`config.mk`:
```
export PLATFORM = sky130hd
export DESIGN_NAME = move_list_writer
export DESIGN_NICKNAME = d
export VERILOG_FILES = /design/src/rtl/chess_ctrl_pkg.sv /design/src/rtl/slot_priority_enc.sv /design/src/rtl/move_list_writer.sv
export SDC_FILE = /design/constraint.sdc
export NUM_CORES = 1
export LEC_CHECK = 0
export ABC_AREA = 0
export BUFFER_PORTS_ARGS = -buffer_cell sky130_fd_sc_hd__buf_4
export CAP_MARGIN = 10
export CELL_PAD_IN_SITES_DETAIL_PLACEMENT = 1
export CELL_PAD_IN_SITES_GLOBAL_PLACEMENT = 1
export CORE_MARGIN = 5
export CORE_UTILIZATION = 35
export CTS_CLUSTER_DIAMETER = 40
export DETAILED_ROUTE_END_ITERATION = 16
export PLACE_DENSITY = 0.7
export SLEW_MARGIN = 20
export SYNTH_ARGS = -nofsm -noshare
export SYNTH_HDL_FRONTEND = slang
export SYNTH_SLANG_ARGS = --single-unit
```
`constraint.sdc`:
```
create_clock -name clk -period 2.2 [get_ports clk]
set_input_delay 0 -clock clk [delete_from_list [all_inputs] [get_ports clk]]
set_output_delay 0 -clock clk [all_outputs]
set_load 0.005 [all_outputs]
```
`src/rtl/chess_ctrl_pkg.sv`:
```
// Shared definitions for the chess controller move-list logic.
//   - mlw_state_e      : state encoding of the move-list writer FSM
//   - DEFAULT_MOVE_W   : default payload width of one generated move
//   - SLOT_W           : width of one slot at the default payload width (payload + invalid flag)
//   - DEFAULT_LIST_BASE: default RAM address of a move-list header
//   - slot_width()     : slot width for an arbitrary payload width
package chess_ctrl_pkg;

    typedef enum logic [2:0] {
        ST_IDLE   = 3'd0,
        ST_FETCH  = 3'd1,
        ST_WAIT   = 3'd2,
        ST_SCAN   = 3'd3,
        ST_HEADER = 3'd4,
        ST_TERM   = 3'd5
    } mlw_state_e;

    localparam int DEFAULT_MOVE_W    = 18;
    localparam int SLOT_W            = DEFAULT_MOVE_W + 1;
    localparam int DEFAULT_LIST_BASE = 16;

    // Each slot carries the payload plus an invalid flag in its MSB.
    function automatic int slot_width(input int move_w);
        return move_w + 1;
    endfunction

endpackage

```
`src/rtl/slot_priority_enc.sv`:
```
// Lowest-set-bit encoder over the pending-slot mask.
// Ports:
//   req : SLOTS-wide request mask
//   idx : index of the lowest set bit (0 when nothing is set)
//   any : at least one bit of req is set
module slot_priority_enc
    import chess_ctrl_pkg::*;
#(
    parameter int SLOTS = 8,
    parameter int IDX_W = 3
) (
    input  logic [SLOTS-1:0] req,
    output logic [IDX_W-1:0] idx,
    output logic             any
);

    logic found_s;

    // Scan upward; the first set bit seen wins and later bits are ignored.
    always_comb begin
        idx     = {IDX_W{1'b0}};
        found_s = 1'b0;
        for (int i = 0; i < SLOTS; i++) begin
            idx     = (req[i] && !found_s) ? IDX_W'(i) : idx;
            found_s = found_s | req[i];
        end
    end

    assign any = found_s;

endmodule

```
`src/rtl/move_list_writer.sv`:
```
// Move-list writer: pulls packed move words from the move generator FIFO and
// writes one RAM list per start request: header (move count) at the base
// address, moves at base+1.., and a zero terminator after the last move.
// Ports:
//   clk, reset        : clock, asynchronous active-low reset
//   start, base_addr  : list request and header address (sampled together)
//   src_valid/rden/data : generator FIFO handshake; data is captured two cycles
//                         after the read strobe is raised
//   ram_wren/wraddr/wrdata : RAM write port
//   busy, done, move_count, overflow : list status
module move_list_writer
    import chess_ctrl_pkg::*;
#(
    parameter int SLOTS      = 8,
    parameter int MOVE_W     = 18,
    parameter int ADDR_WIDTH = 15,
    parameter int DATA_WIDTH = 32,
    parameter int MAX_MOVES  = 255
) (
    input  logic                                 clk,
    input  logic                                 reset,
    input  logic                                 start,
    input  logic [ADDR_WIDTH-1:0]                base_addr,
    input  logic                                 src_valid,
    output logic                                 src_rden,
    input  logic [SLOTS*slot_width(MOVE_W)-1:0]  src_data,
    output logic                                 ram_wren,
    output logic [ADDR_WIDTH-1:0]                ram_wraddr,
    output logic [DATA_WIDTH-1:0]                ram_wrdata,
    output logic                                 busy,
    output logic                                 done,
    output logic [15:0]                          move_count,
    output logic                                 overflow
);

    localparam int SW    = slot_width(MOVE_W);
    localparam int IDX_W = (SLOTS > 1) ? $clog2(SLOTS) : 1;

    mlw_state_e                   state_r, state_s;
    logic [ADDR_WIDTH-1:0]        base_r, base_s;
    logic [SLOTS-1:0][MOVE_W-1:0] payload_r, payload_s;
    logic [SLOTS-1:0]             mask_r, mask_s;
    logic                         all_inv_r, all_inv_s;
    logic                         src_rden_r, src_rden_s;
    logic                         ram_wren_r, ram_wren_s;
    logic [ADDR_WIDTH-1:0]        ram_wraddr_r, ram_wraddr_s;
    logic [DATA_WIDTH-1:0]        ram_wrdata_r, ram_wrdata_s;
    logic                         busy_r, busy_s;
    logic                         done_r, done_s;
    logic [15:0]                  count_r, count_s;
    logic                         overflow_r, overflow_s;

    logic [SLOTS-1:0]             inv_flags_s;
    logic [IDX_W-1:0]             enc_idx_s;
    logic                         enc_any_s;
    logic [ADDR_WIDTH-1:0]        next_addr_s;

    // Invalid flag of every slot of the incoming word.
    always_comb begin
        inv_flags_s = {SLOTS{1'b0}};
        for (int k = 0; k < SLOTS; k++) begin
            inv_flags_s[k] = src_data[k*SW + MOVE_W];
        end
    end

    // Next move / terminator address wraps naturally at 2^ADDR_WIDTH.
    assign next_addr_s = base_r + {{(ADDR_WIDTH-1){1'b0}}, 1'b1} + ADDR_WIDTH'(count_r);

    slot_priority_enc #(
        .SLOTS (SLOTS),
        .IDX_W (IDX_W)
    ) u_enc (
        .req (mask_r),
        .idx (enc_idx_s),
        .any (enc_any_s)
    );

    // Next-state and next-output logic of the list-writing FSM.
    always_comb begin
        state_s      = state_r;
        base_s       = base_r;
        payload_s    = payload_r;
        mask_s       = mask_r;
        all_inv_s    = all_inv_r;
        src_rden_s   = 1'b0;
        ram_wren_s   = 1'b0;
        ram_wraddr_s = ram_wraddr_r;
        ram_wrdata_s = ram_wrdata_r;
        busy_s       = busy_r;
        done_s       = done_r;
        count_s      = count_r;
        overflow_s   = overflow_r;

        case (state_r)
            ST_IDLE: begin
                if (start) begin
                    base_s     = base_addr;
                    count_s    = 16'd0;
                    overflow_s = 1'b0;
                    done_s     = 1'b0;
                    busy_s     = 1'b1;
                    state_s    = ST_FETCH;
                end else begin
                    state_s = ST_IDLE;
                end
            end
            ST_FETCH: begin
                if (src_valid) begin
                    src_rden_s = 1'b1;
                    state_s    = ST_WAIT;
                end else begin
                    state_s = ST_FETCH;
                end
            end
            ST_WAIT: begin
                for (int k = 0; k < SLOTS; k++) begin
                    payload_s[k] = src_data[k*SW +: MOVE_W];
                end
                mask_s    = ~inv_flags_s;
                all_inv_s = &inv_flags_s;
                state_s   = ST_SCAN;
            end
            ST_SCAN: begin
                if (enc_any_s) begin
                    mask_s = mask_r & ~({{(SLOTS-1){1'b0}}, 1'b1} << enc_idx_s);
                    // Past the cap the move is dropped but still drained.
                    if (count_r < 16'(MAX_MOVES)) begin
                        ram_wren_s   = 1'b1;
                        ram_wraddr_s = next_addr_s;
                        ram_wrdata_s = DATA_WIDTH'(payload_r[enc_idx_s]);
                        count_s      = count_r + 16'd1;
                    end else begin
                        overflow_s = 1'b1;
                    end
                end else if (all_inv_r) begin
                    state_s = ST_HEADER;
                end else begin
                    state_s = ST_FETCH;
                end
            end
            ST_HEADER: begin
                ram_wren_s   = 1'b1;
                ram_wraddr_s = base_r;
                ram_wrdata_s = DATA_WIDTH'(count_r);
                state_s      = ST_TERM;
            end
            ST_TERM: begin
                ram_wren_s   = 1'b1;
                ram_wraddr_s = next_addr_s;
                ram_wrdata_s = {DATA_WIDTH{1'b0}};
                done_s       = 1'b1;
                busy_s       = 1'b0;
                state_s      = ST_IDLE;
            end
            default: begin
                busy_s  = 1'b0;
                state_s = ST_IDLE;
            end
        endcase
    end

    // State and registered outputs; reset abandons any list in progress.
    always_ff @(posedge clk or negedge reset) begin
        if (!reset) begin
            state_r      <= ST_IDLE;
            base_r       <= {ADDR_WIDTH{1'b0}};
            payload_r    <= {(SLOTS*MOVE_W){1'b0}};
            mask_r       <= {SLOTS{1'b0}};
            all_inv_r    <= 1'b0;
            src_rden_r   <= 1'b0;
            ram_wren_r   <= 1'b0;
            ram_wraddr_r <= {ADDR_WIDTH{1'b0}};
            ram_wrdata_r <= {DATA_WIDTH{1'b0}};
            busy_r       <= 1'b0;
            done_r       <= 1'b0;
            count_r      <= 16'd0;
            overflow_r   <= 1'b0;
        end else begin
            state_r      <= state_s;
            base_r       <= base_s;
            payload_r    <= payload_s;
            mask_r       <= mask_s;
            all_inv_r    <= all_inv_s;
            src_rden_r   <= src_rden_s;
            ram_wren_r   <= ram_wren_s;
            ram_wraddr_r <= ram_wraddr_s;
            ram_wrdata_r <= ram_wrdata_s;
            busy_r       <= busy_s;
            done_r       <= done_s;
            count_r      <= count_s;
            overflow_r   <= overflow_s;
        end
    end

    assign src_rden   = src_rden_r;
    assign ram_wren   = ram_wren_r;
    assign ram_wraddr = ram_wraddr_r;
    assign ram_wrdata = ram_wrdata_r;
    assign busy       = busy_r;
    assign done       = done_r;
    assign move_count = count_r;
    assign overflow   = overflow_r;

endmodule
```
Word level (Yosys, flattened, before mapping). Index checks and enable logic that the tools add are counted.

Mux-type cells: 38. Add/subtract/negate cells: 3. Reductions and logical operators: 29. Shift operators: 1. $lt $le $gt $ge: 2. Bitwise gates (word level): 11. Equality and inequality tests: 10.

Operators by type and width (number): $pmux W32 S3 (1); $mux W32 (2); $bmux W18 S3 (1); $mux W16 (3); $pmux W15 S3 (1); $pmux W16 S2 (1); $mux W15 (2); $mux W3 (8); $mux W18 (1); $add A16 B1 Y16 const B (1); $lt A16 B8 Y1 const B (1); $not A8 Y8 (2); $pmux W8 S2 (1); $add A15 B1 Y15 const B (1); $add A15 B15 Y15 (1); $pmux W3 S5 (1); $mux W1 (10); $ne A2 B2 Y1 const B (5); $and A8 B8 Y8 (1); $mux W8 (1); $pmux W1 S2 (4); $reduce_and A2 Y1 (4); $reduce_and A4 Y1 (2); $reduce_and A8 Y1 (1); other kinds (16) (38).

Register bits after elaboration: 239. Word-level logic and storage cells: 114. Output and inout bits: 68.

Depth between registers and ports, before layout. Gate-level depths: netlist of run 1.

Depth after elaboration: 14. Depth in mapped cells: 10.

Cells and area by module. Synthesis of run 1 repeated with hierarchy kept, for this count alone.

Cells, all modules: 1188. Area, all modules: 10754.1 um^2.

By module, submodules not included: move_list_writer (seq. area each 5630.4 um^2, instances 1, area each 10670.2 um^2, cells an instance 1174); slot_priority_enc (seq. area each 0.0 um^2, instances 1, area each 83.8 um^2, cells an instance 14).

Worst setup path before layout of run 1. Ideal clock, no wire load.

Path type: reg2reg. From: register count_r[0] (netlist: move_count[0]). To: register ram_wraddr_r[14] (netlist: ram_wraddr[14]). Data arrival time: 2027 ps. Cell stages (with the launch flop): 11. Buffers on the path: 0. Clock period less this slack: 2154 ps. Setup time: 127 ps. Required time: 2073 ps. Path slack: 46 ps. Cell sequence: dfrtp_1 -> inv_1 -> ha_1 -> fa_1 -> nor2b_1 -> o31a_1 -> o31a_1 -> nor2_1 -> o21ai_0 -> xor2_1 -> o21ai_0.

Word-level cells in the longest chain between the ends: 4.

Ends and longest elaborated chain: start: declaration (line move_list_writer.sv:50) `logic [15:0] count_r, count_s;`; start signal: assignment (line move_list_writer.sv:190) `count_r <= count_s;`; $add A15 B15 Y15 (line move_list_writer.sv:67) `assign next_addr_s = base_r + {{(ADDR_WIDTH-1){1'b0}}, 1'b1} + ADDR_WIDTH'(count_r);`; $mux W15 (line move_list_writer.sv:127) `if (count_r < 16'(MAX_MOVES)) begin`; $mux W15 (line move_list_writer.sv:124) `if (enc_any_s) begin`; $pmux W15 S3 (line move_list_writer.sv:94) `case (state_r)`; end signal: assignment (line move_list_writer.sv:172) `ram_wraddr_r <= {ADDR_WIDTH{1'b0}};`; end signal: assignment (line move_list_writer.sv:186) `ram_wraddr_r <= ram_wraddr_s;`; end: declaration (line move_list_writer.sv:46) `logic [ADDR_WIDTH-1:0] ram_wraddr_r, ram_wraddr_s;`.

Several ways; a longest one is shown, not always the timed one. The select of a mux whose other input is x is not followed. A chain may end at the register's enable or synchronous reset.

Final worst setup path of run 1.
From: register mask_r[5]. To: register ram_wrdata_r[8] (netlist: ram_wrdata[8]).

Word-level cells in the longest chain between the ends: 10.

Ends and longest elaborated chain: start: declaration (line move_list_writer.sv:42) `logic [SLOTS-1:0] mask_r, mask_s;`; start signal: assignment (line move_list_writer.sv:168) `mask_r <= {SLOTS{1'b0}};`; start signal: assignment (line move_list_writer.sv:182) `mask_r <= mask_s;`; $or A1 B1 Y1 (line slot_priority_enc.sv:25) `found_s = found_s | req[i];`; $logic_not A1 Y1 or $or A1 B1 Y1 (tied branches) (line slot_priority_enc.sv:24, slot_priority_enc.sv:25); $logic_and A1 B1 Y1 or $logic_not A1 Y1 (tied branches) (line slot_priority_enc.sv:24) `idx = (req[i] && !found_s) ? IDX_W'(i) : idx;`; $mux W3 or $logic_and A1 B1 Y1 (tied branches) (line slot_priority_enc.sv:24); $mux W3 (line slot_priority_enc.sv:24); $bmux W18 S3 (line move_list_writer.sv:130) `ram_wrdata_s = DATA_WIDTH'(payload_r[enc_idx_s]);`; $mux W18 (implied by the code) (line move_list_writer.sv:130); $mux W32 (line move_list_writer.sv:127); $mux W32 (line move_list_writer.sv:124); $pmux W32 S3 (line move_list_writer.sv:94); end signal: assignment (line move_list_writer.sv:173) `ram_wrdata_r <= {DATA_WIDTH{1'b0}};`; end signal: assignment (line move_list_writer.sv:187) `ram_wrdata_r <= ram_wrdata_s;`; end: declaration (line move_list_writer.sv:47) `logic [DATA_WIDTH-1:0] ram_wrdata_r, ram_wrdata_s;`.

Several ways; a longest one is shown, not always the timed one. The select of a mux whose other input is x is not followed.

==> results.tsv, run 1 <==
metric	value	unit
layout cells sized above 1	27.7	%
crit path max fanout	8	
first-pass GRT wire length	71300	µm
Clock Power Share	21.7	%
cell row count	64	
clock tree from TritonCTS	yes	
per-cell routed wire length	21.9	µm
via count of the first global-routing pass	12400	
HPWL Detailed	29100	µm
cell with the largest stage delay on the worst path	dfrtp_1	
htree depth	2	
Net Sw Frac	41.2	%
worst rel slew slack	59.2	%
crit path buf inv count	5	
global routing usage on met1	32.2	%
Layout area overhead	59.6	%
routability cong.	0.831	
width of the chip	187	µm
number of synthesized flops with an enable pin	0	
via count of the routed design	11500	
initial antenna violation count	3	
kind of end point of the critical path	register	
met3 Track Usage GR	4.61	%
die height	187	µm
number of placed I/O pins	239	
Detail Route Antenna Nets	0	
Final period util	112	%
post-synthesis cell count	1281	
clock sinks	225	
sequential area share after synthesis	51.3	%
global route overflow	0	
actual transition at the worst max-transition pin	0.610	ns
type of origin of the critical path	register	
kind of cell adding the most delay to the critical path	buffers and inverters	
worst min path class	in -> reg	
synthesized cell area	11000	µm²
count of pins over their slew limit	0	
data arrival time of the worst path	2.85	ns
Root Buffer Master	clkbuf_16	
met2 Resource Use GR	44.0	%
vias per inst	5.24	
DRC Markers	0	
Worst IR Drop VDD	1060	µV
number of distinct library cell variants in the gate-level netlist after synthesis	66	
setup slack after placement	-0.258	ns
Crit Path Class	reg -> reg	
routed wire length	48200	µm
number of failing setup endpoints in the final timing report	20	
grt peak-use layer	met2	
internal cell power	17000	µW
floorplan die area	35000	µm²
final setup slack of the worst path	-0.265	ns
mean instance size in the synthesized netlist	8.56	µm²
Warnings, synthesis	0	
number of storage elements in the synthesis netlist	225	
unrepaired setup endpoints after global routing	true	
largest stage delay on the critical path	0.39	ns
Comb power frac	51.8	%
final period demand of the worst path	2.47	ns
most frequent cell on the critical path	buf_4	
final hold viol count	0	
max-capacitance violation count	0	
initial core utilization	35.7	%
Worst Clk Skew	0.0163	ns
share of flip-flops with an asynchronous set or reset	100	%
power density over the cells	1650	nW/µm²
Clock Latency Late Sink	0.52	ns
clock slew at reported path FFs	0.06	ns
data required time at the worst endpoint	2.58	ns
outcome	complete, but fails checks	
buffers added on ports	224	
CP Cell Sequence	buf_6, nor4_4, buf_4, nand4_4, buf_4, buf_6, buf_4, and3_1, a211oi_2, o31ai_2	
violated checks	negative setup slack	
number of buffers added by the clock tree synthesis step	40	
achievable clock frequency	406	MHz
DRC violation total after the first TritonRoute iteration	724	
sequential cell fraction of total power	26.5	%
iteration count of the initial detailed-routing pass	5	
Core Area	30700	µm²
Most used DFF post-synth	dfrtp_1	
Tot GR Track Use	25.5	%
pin count of the biggest net entering global routing	67	
number of buffers between clock root and the deepest sink	3	
switching component of the power	11900	µW
Lkg Pwr	0.00856	µW
Post-Route Utilization	56.9	%
net total in the final layout	1953	
[cell usage in the layout (no fill, tap or decap), drive strengths merged, types with 7 or more instances in the layout]
cell | synthesis | routed
a211oi | 8 | 8
or3 | 21 | 21
buf | 33 | 340
clkinv | 0 | 12
xnor2 | 8 | 8
a21oi | 22 | 22
nand4 | 8 | 8
mux2i | 28 | 28
and2 | 11 | 11
a31oi | 28 | 28
nand2 | 555 | 555
dlygate4sd3 | 0 | 172
ha | 15 | 15
dfrtp | 225 | 225
o21ai | 39 | 40
inv | 13 | 14
nor4 | 7 | 7
conb | 1 | 14
a221o | 13 | 13
clkinvlp | 0 | 7
clkbuf | 54 | 53
nor2 | 68 | 68
o31ai | 7 | 7
o311ai | 16 | 16
a22oi | 17 | 17
nand3 | 14 | 14
[state kept, by name (all words and copies together), names as in the netlist, 3 cells and up]
register	count
ram_wrdata	18
move_count	16
ram_wraddr	15
mask_r	8
payload_r	144
base_r	15
state_r	3
[worst reg2reg max path, delay by kind of cell (launching register included)]
family / cells / cell delay (ns)
buf+inv: 5 / 0.76
compound gates: 2 / 0.47
simple gates: 3 / 0.69
flops: 1 / 0.39
[path summary, 6_finish.rpt]
path | start | to | slack [ns] | cells after the start
setup / recovery | mask_r[5] | ram_wrdata[8] | -0.27 | 10
hold / removal | src_data[50] | payload_r[48] | 0.22 | 4
setup reg to reg | mask_r[5] | ram_wrdata[8] | -0.27 | 10
hold reg to reg | payload_r[79] | payload_r[79] | 0.47 | 2
max in group asynchronous | reset | payload_r[130] | 0.79 | 4
min in group asynchronous | reset | payload_r[129] | 0.52 | 3
[per-stage QoR]
| stage | hold slack [ns] | instances | TNS [ns] | power (µW) | area, µm² |
|---|---|---|---|---|---|
| finish | 0.219 | 2196 | -1.22 | 28900 | 17500 |
| global route | 0.236 | 2196 | -2.48 | 30500 | 17500 |
| CTS | 0.194 | 2177 | -0.0489 | 26300 | 16900 |
| detailed placement | -0.0720 | 1917 | -2.69 | 19000 | 13600 |
| global placement | -0.0746 | 1917 | -0.114 | 18600 | 13600 |
| floorplan | -0.296 | 1294 | 0 | 14000 | 11000 |
[cells in the mapped netlist, types with 5 or more instances]
| cell type | count | area (µm²) |
|---|---|---|
| xnor2_1 | 8 | 70.1 |
| clkbuf_1 | 53 | 199 |
| nor3_1 | 5 | 25.0 |
| a211oi_1 | 8 | 60.1 |
| nor2b_1 | 5 | 31.3 |
| inv_1 | 12 | 45.0 |
| buf_4 | 17 | 128 |
| a221o_1 | 13 | 130 |
| o311ai_0 | 16 | 140 |
| nor4_1 | 6 | 37.5 |
| and3_1 | 5 | 31.3 |
| nand3_1 | 14 | 70.1 |
| xor2_1 | 5 | 43.8 |
| a31oi_1 | 28 | 175 |
| o21ai_0 | 24 | 120 |
| or3_1 | 21 | 131 |
| nand4_1 | 7 | 43.8 |
| dfrtp_1 | 225 | 5630 |
| mux2i_1 | 28 | 280 |
| nor2_1 | 65 | 244 |
| a22oi_1 | 17 | 128 |
| o21a_1 | 6 | 45.0 |
| and2_1 | 11 | 68.8 |
| nand2_1 | 554 | 2080 |
| nand2b_1 | 5 | 31.3 |
| o31ai_1 | 7 | 52.6 |
| ha_1 | 15 | 188 |
| a21oi_1 | 22 | 110 |
| o21ai_1 | 15 | 75.1 |
| buf_2 | 9 | 45.0 |
[cell type report]
| cell class | count | area (µm²) |
|---|---|---|
| Antenna cell | 3 | 7.51 |
| Clock buffer | 49 | 1110 |
| Clock inverter | 24 | 260 |
| Fill cell | 3497 | 13200 |
| Inverter | 13 | 51.3 |
| Multi-Input combinational cell | 970 | 5340 |
| Sequential cell | 225 | 5630 |
| Tap cell | 396 | 495 |
| Timing Repair Buffer | 516 | 4610 |
[power groups by stage]
stage / clock, µW / sequential [µW] / combinational (µW)
after global routing: 6540 / 7820 / 16100
after global placement: 0 / 7390 / 11200
final: 6280 / 7650 / 15000
after floorplan: 0 / 7020 / 6970
after detailed placement: 0 / 7420 / 11600
after CTS: 6340 / 7410 / 12600
[per-layer routing]
metal / routed length (µm) / vias to the layer above / part of all wire [%]
met2: 24300 / 403 / 50
li1: - / 5239 / -
met4: 1660 / 0 / 3.5
met1: 19600 / 5783 / 41
met3: 2580 / 93 / 5.4
met5: 0 / - / 0
[cells by family (layout without fill, tap and decap cells)]
family                     after synthesis  count (layout)  share of synthesized area [%]
and+or+nand+nor                        713             713                           27.0
DFF                                    225             225                           51.3
AOI/OAI and AO/OA                      184             185                           11.7
buffers and inverters                  100             602                           4.41
muxes                                   29              29                           2.66
adders and majority gates               16              16                           1.89
xor gates and xnor gates                13              13                           1.04
other                                    1              17                         0.0342
[what timing repair did]
item                                    CTS  global route
cloned                                    0             5
gates resized for setup                  22            88
hold buffers                            172             0
buffers inserted                         15            17
pin swaps                                 9            32
endpoints found under the setup margin   35            29
hold endpoints to repair                398             0
Note: power is estimated with default switching activity, not from simulation.
==> run 2: changes to the inputs <==
--- a/config.mk
+++ b/config.mk
@@ -14,7 +14,7 @@
 export CORE_UTILIZATION = 35
 export CTS_CLUSTER_DIAMETER = 40
 export DETAILED_ROUTE_END_ITERATION = 16
-export PLACE_DENSITY = 0.7
+export PLACE_DENSITY_LB_ADDON = 0.3
 export SLEW_MARGIN = 20
 export SYNTH_ARGS = -nofsm -noshare
 export SYNTH_HDL_FRONTEND = slang
==> run 2 against run 1 <==
Compared with the run above: the flow still finishes with violations (negative setup slack); worst hold slack lost 0.18 ns; count of clock-buffer cells in the layout increased by 1; global-route usage increased by 0.77 points; critical path depth increased by 1; register-to-register slack improved by 0.22 ns; design area fell by 2.2%; via count fell by 0.12%; fmax up 9.7%; largest cell class unchanged.
==> results.tsv, run 2 (same netlist as run 1, synthesis figures left out) <==
metric	value	unit
per-cell routed wire length	21.9	µm
achievable clock frequency	445	MHz
cell with the largest stage delay on the worst path	dfrtp_1	
grt peak-use layer	met2	
buffers added on ports	224	
Detail Route Antenna Nets	0	
CP Cell Sequence	buf_6, nand2b_4, a21oi_2, buf_4, o21bai_4, nand2_4, buf_12, buf_12, mux2i_4, a221o_1, o21ai_1	
kind of end point of the critical path	register	
max-capacitance violation count	0	
die height	187	µm
Biggest register	payload_r	
met3 Track Usage GR	4.98	%
unrepaired setup endpoints after global routing	true	
crit path buf inv count	4	
worst slack on hold paths	0.0403	ns
clock tree from TritonCTS	yes	
first-pass GRT wire length	73500	µm
type of origin of the critical path	register	
setup slack after placement	-0.113	ns
initial core utilization	35.7	%
outcome	complete, but fails checks	
Tot GR Track Use	26.2	%
met2 Resource Use GR	45.5	%
number of buffers added by the clock tree synthesis step	40	
net total in the final layout	1930	
cell row count	64	
most frequent cells in the layout	nand2_1 (553), buf_4 (305), dfrtp_1 (223)	
routed wire length	47600	µm
Crit Path Class	reg -> reg	
crit path max fanout	8	
Worst Clk Skew	0.0156	ns
clock slew at reported path FFs	0.05	ns
Lkg Pwr	0.00844	µW
dpl cells	1914	
width of the chip	187	µm
pin count of the biggest net entering global routing	107	
routability cong.	0.902	
most common cell after layout, fill and taps aside	nand2_1	
number of buffers between clock root and the deepest sink	3	
number of standard cells in the final layout excluding fillers	2172	
number of failing setup endpoints in the final timing report	11	
combined area of the multi-input logic cells	5200	µm²
largest stage delay on the critical path	0.39	ns
final setup slack of the worst path	-0.0471	ns
vias per inst	5.30	
Clock Latency Late Sink	0.52	ns
HPWL Detailed	28900	µm
global routing usage on met1	32.8	%
final period demand of the worst path	2.25	ns
layout cells sized above 1	25.6	%
clock sinks	225	
kind of cell adding the most delay to the critical path	compound AO/OA/AOI/OAI gates	
violated checks	negative setup slack	
via count of the routed design	11500	
global route overflow	0	
Storage cell area	5630	µm²
via count of the first global-routing pass	12600	
floorplan die area	35000	µm²
max FFs per register	144	
Final period util	102	%
htree depth	2	
most frequent cell on the critical path	buf_12	
count of pins over their slew limit	0	
power density over the cells	1610	nW/µm²
final hold viol count	0	
worst rel slew slack	56.2	%
data required time at the worst endpoint	2.63	ns
number of placed I/O pins	239	
actual transition at the worst max-transition pin	0.654	ns
iteration count of the initial detailed-routing pass	5	
DRC violation total after the first TritonRoute iteration	823	
DRC Markers	0	
initial antenna violation count	2	
data arrival time of the worst path	2.67	ns
worst min path class	in -> async	
Layout area overhead	56.0	%
Worst IR Drop VDD	719	µV
Core Area	30700	µm²
Filler cells	3497	
Root Buffer Master	clkbuf_16	
Overall Power	27600	µW
-- run 2: cell types whose count changed in the layout (fill, tap and decap cells not counted), sizes merged --
cell / delta
buf: -17
bufinv: +4
clkbuf: -3
clkinv: -4
clkinvlp: -4
diode: -1
dlygate4sd3: -1
inv: +3
o21ai: -1
-- run 2: path summary, 6_finish.rpt --
| path | start | end | slack, ns | depth (start not counted) |
|---|---|---|---|---|
| max in group asynchronous | reset | ram_wrdata[8] | 1.35 | 3 |
| min in group clk | src_data[31] | payload_r[30] | 0.21 | 4 |
| hold / removal | reset | payload_r[130] | 0.04 | 2 |
| setup reg to reg | mask_r[5] | ram_wrdata[5] | -0.05 | 11 |
| setup / recovery | mask_r[5] | ram_wrdata[5] | -0.05 | 11 |
| hold reg to reg | payload_r[84] | payload_r[84] | 0.47 | 2 |
-- run 2: area by class of cell --
type | instances | share of cell area (%)
multi-input combinational | 969 | 30.4
inverter | 13 | 0.314
antenna | 2 | 0.0292
timing repair buffer | 494 | 25.1
clock buffer | 50 | 6.37
sequential | 225 | 32.9
tap | 396 | 2.89
clock inverter | 23 | 2.00
-- run 2: stage by stage --
step	util, %	area, µm²	setup TNS [ns]
3_3_place_gp	44.2	13600	-0.182
4_1_cts	55.0	16900	-0.0636
5_1_grt	55.7	17100	-1.89
2_1_floorplan	-	11000	0
6_report	55.7	17100	-0.196
3_5_place_dp	44.2	13600	-0.360
-- run 2: report_power, final --
part / switching, µW / leakage (µW) / internal (µW)
Combinational: 7670 / 0.00495 / 5670
Clock: 2230 / 0.000697 / 4460
Sequential: 1520 / 0.00279 / 6090
-- run 2: metal layers --
metal | part of all wire [%] | wire length [µm]
met5 | 0 | 0
met4 | 4.3 | 2030
met3 | 6.0 | 2860
met2 | 49 | 23500
met1 | 40 | 19200
-- run 2: what timing repair did --
action,CTS,global route
gates cloned,0,0
pin swaps,12,14
hold buffers,171,0
setup buffers,10,3
setup endpoints to repair,33,38
endpoints found under the hold margin,340,0
resized for setup,23,44
==> run 3: changes to the inputs <==
--- a/config.mk
+++ b/config.mk
@@ -18,4 +18,5 @@
 export SLEW_MARGIN = 20
 export SYNTH_ARGS = -nofsm -noshare
 export SYNTH_HDL_FRONTEND = slang
+export SYNTH_HIERARCHICAL = 1
 export SYNTH_SLANG_ARGS = --single-unit
==> run 3 against run 2 <==
Compared with the run above: design area shrank 2.2%; fmax shrank 5.1%; synthesized area shrank 2.0%; cell count shrank 5.1%; the flow still finishes with violations (negative setup slack); combinational power shrank 5%; via count shrank 7.1%; clock power shrank 6.1%.
==> results.tsv, run 3 <==
metric	value	unit
data arrival time of the worst path	2.76	ns
width of the chip	185	µm
net total in the final layout	1822	
number of distinct library cell variants in the gate-level netlist after synthesis	55	
worst min path class	in -> async	
data required time at the worst endpoint	2.59	ns
max-capacitance violation count	0	
count of pins over their slew limit	0	
vias per inst	5.19	
HPWL Detailed	26000	µm
htree depth	2	
via count of the routed design	10700	
cell row count	64	
per-cell routed wire length	21.4	µm
Clock Latency Late Sink	0.52	ns
final period demand of the worst path	2.37	ns
number of buffers between clock root and the deepest sink	3	
clock sinks	225	
synthesized cell area	10800	µm²
outcome	complete, but fails checks	
achievable clock frequency	422	MHz
DRC Markers	0	
Most used DFF post-synth	dfrtp_1	
sequential area share after synthesis	52.4	%
final setup slack of the worst path	-0.169	ns
via count of the first global-routing pass	11900	
Crit Path Class	reg -> reg	
power density over the cells	1570	nW/µm²
number of storage elements in the synthesis netlist	225	
iteration count of the initial detailed-routing pass	5	
violated checks	negative setup slack	
number of failing setup endpoints in the final timing report	18	
dpl cells	1801	
Worst Clk Skew	0.0231	ns
Final period util	108	%
pin count of the biggest net entering global routing	88	
Non-Filler Cell Area, Final	16700	µm²
initial antenna violation count	1	
kind of end point of the critical path	register	
most common cell after layout, fill and taps aside	nand2_1	
mean instance size in the synthesized netlist	9.05	µm²
most frequent cells after synthesis	nand2_1 (539), dfrtp_1 (225), nor2_1 (62)	
floorplan die area	34300	µm²
die height	185	µm
actual transition at the worst max-transition pin	0.626	ns
Overall Power	26300	µW
Layout area overhead	55.7	%
routed wire length	44100	µm
most frequent cells in the layout	nand2_1 (523), buf_4 (283), dfrtp_1 (225)	
fraction of post-synthesis cell area in the top cell type by area	52.4	%
layout cells sized above 1	28.1	%
number of synthesized flops with an enable pin	0	
Biggest register	payload_r	
unrepaired setup endpoints after global routing	true	
cell with the largest stage delay on the worst path	mux4_2	
kind of cell adding the most delay to the critical path	compound AO/OA/AOI/OAI gates	
initial core utilization	35.3	%
DRC violation total after the first TritonRoute iteration	655	
crit path max fanout	7	
share of flip-flops with an asynchronous set or reset	100	%
routability cong.	0.857	
first-pass GRT wire length	66700	µm
CP Cell Sequence	o41ai_2, buf_6, buf_4, clkbuf_16, mux4_2, nand2_1, a31oi_1, a21oi_1, nor2_1	
max FFs per register	144	
number of buffers added by the clock tree synthesis step	38	
Core Area	30400	µm²
number of standard cells in the final layout excluding fillers	2061	
post-synthesis cell count	1188	
worst rel slew slack	58.2	%
number of placed I/O pins	239	
final hold viol count	0	
clock tree from TritonCTS	yes	
synth top area cells	dfrtp_1 (52%), nand2_1 (19%), mux4_2 (7.5%)	
clock slew at reported path FFs	0.06	ns
Tot GR Track Use	24.9	%
leading area contributor after synthesis	dfrtp_1	
largest stage delay on the critical path	0.50	ns
buffers added on ports	224	
area of placed instances	13200	µm²
Worst IR Drop VDD	744	µV
type of origin of the critical path	register	
Warnings, synthesis	6	
most used standard cell by instance count after synthesis	nand2_1	
global route overflow	0	
Root Buffer Master	clkbuf_16	
crit path buf inv count	3	
Detail Route Antenna Nets	0	
Lkg Pwr	0.00830	µW
-- run 3: area by class of cell --
cell class | instances | area [µm²]
tap | 396 | 495
clock inverter | 22 | 308
inverter | 16 | 62.6
sequential | 225 | 5630
antenna | 2 | 5.00
multi-input combinational | 879 | 4960
clock buffer | 46 | 1030
fill | 3378 | 13700
timing repair buffer | 475 | 4250
-- run 3: per-layer routing --
metal | wire length (µm) | vias up | global-route usage [%]
met4 | 1900 | 0 | 11.0
met3 | 2390 | 117 | 4.34
met5 | 0 | - | 0
met2 | 22900 | 398 | 44.0
li1 | - | 4786 | -
met1 | 16900 | 5389 | 29.8
-- run 3: worst paths after layout --
| check | start | to | slack, ns | cells after the start |
|---|---|---|---|---|
| worst min register to register | payload_r[40] | payload_r[40] | 0.48 | 2 |
| worst min-delay path | reset | payload_r[82] | 0.04 | 2 |
| worst max-delay path | mask_r[0] | ram_wrdata[0] | -0.17 | 9 |
| worst max register to register | mask_r[0] | ram_wrdata[0] | -0.17 | 9 |
| min in group clk | src_data[55] | payload_r[53] | 0.22 | 4 |
| max in group asynchronous | reset | ram_wrdata[4] | 1.37 | 3 |
-- run 3: metrics by stage --
stage	util [%]	hold WS [ns]	TNS (ns)	setup slack (ns)
3_3_place_gp	43.4	-0.0327	-0.323	-0.0659
5_1_grt	55.0	0.0964	-4.95	-0.251
3_5_place_dp	43.4	-0.0274	-1.24	-0.148
2_1_floorplan	-	-0.296	0	0.0124
4_1_cts	54.1	0.0623	-2.07	-0.179
6_report	55.0	0.0397	-2.22	-0.169
-- run 3: power by group --
group,switching [µW],internal (µW),leakage [µW]
logic,6790,5830,0.00489
registers,1320,6100,0.00277
clock network,2200,4080,0.000644
-- run 3: timing repair --
item                                    CTS  global route
buffers inserted                         10             6
gates resized for setup                  22            42
hold buffers                            170             0
endpoints found under the hold margin   398             0
cloned                                    1             3
pin swaps                                 7            12
endpoints found under the setup margin   25            38
-- run 3: logic make-up (layout without fill, tap and decap cells) --
family | after synthesis | in the layout | synth area share [%]
AND/OR/NAND/NOR | 655 | 655 | 24.3
flip-flops | 225 | 225 | 52.4
AO/OA/AOI/OAI | 141 | 141 | 7.94
buffers and inverters | 97 | 559 | 4.46
multiplexers | 38 | 38 | 7.73
adder cells (fa/ha/maj) | 16 | 16 | 1.93
XOR/XNOR | 15 | 15 | 1.22
other | 1 | 16 | 0.0349
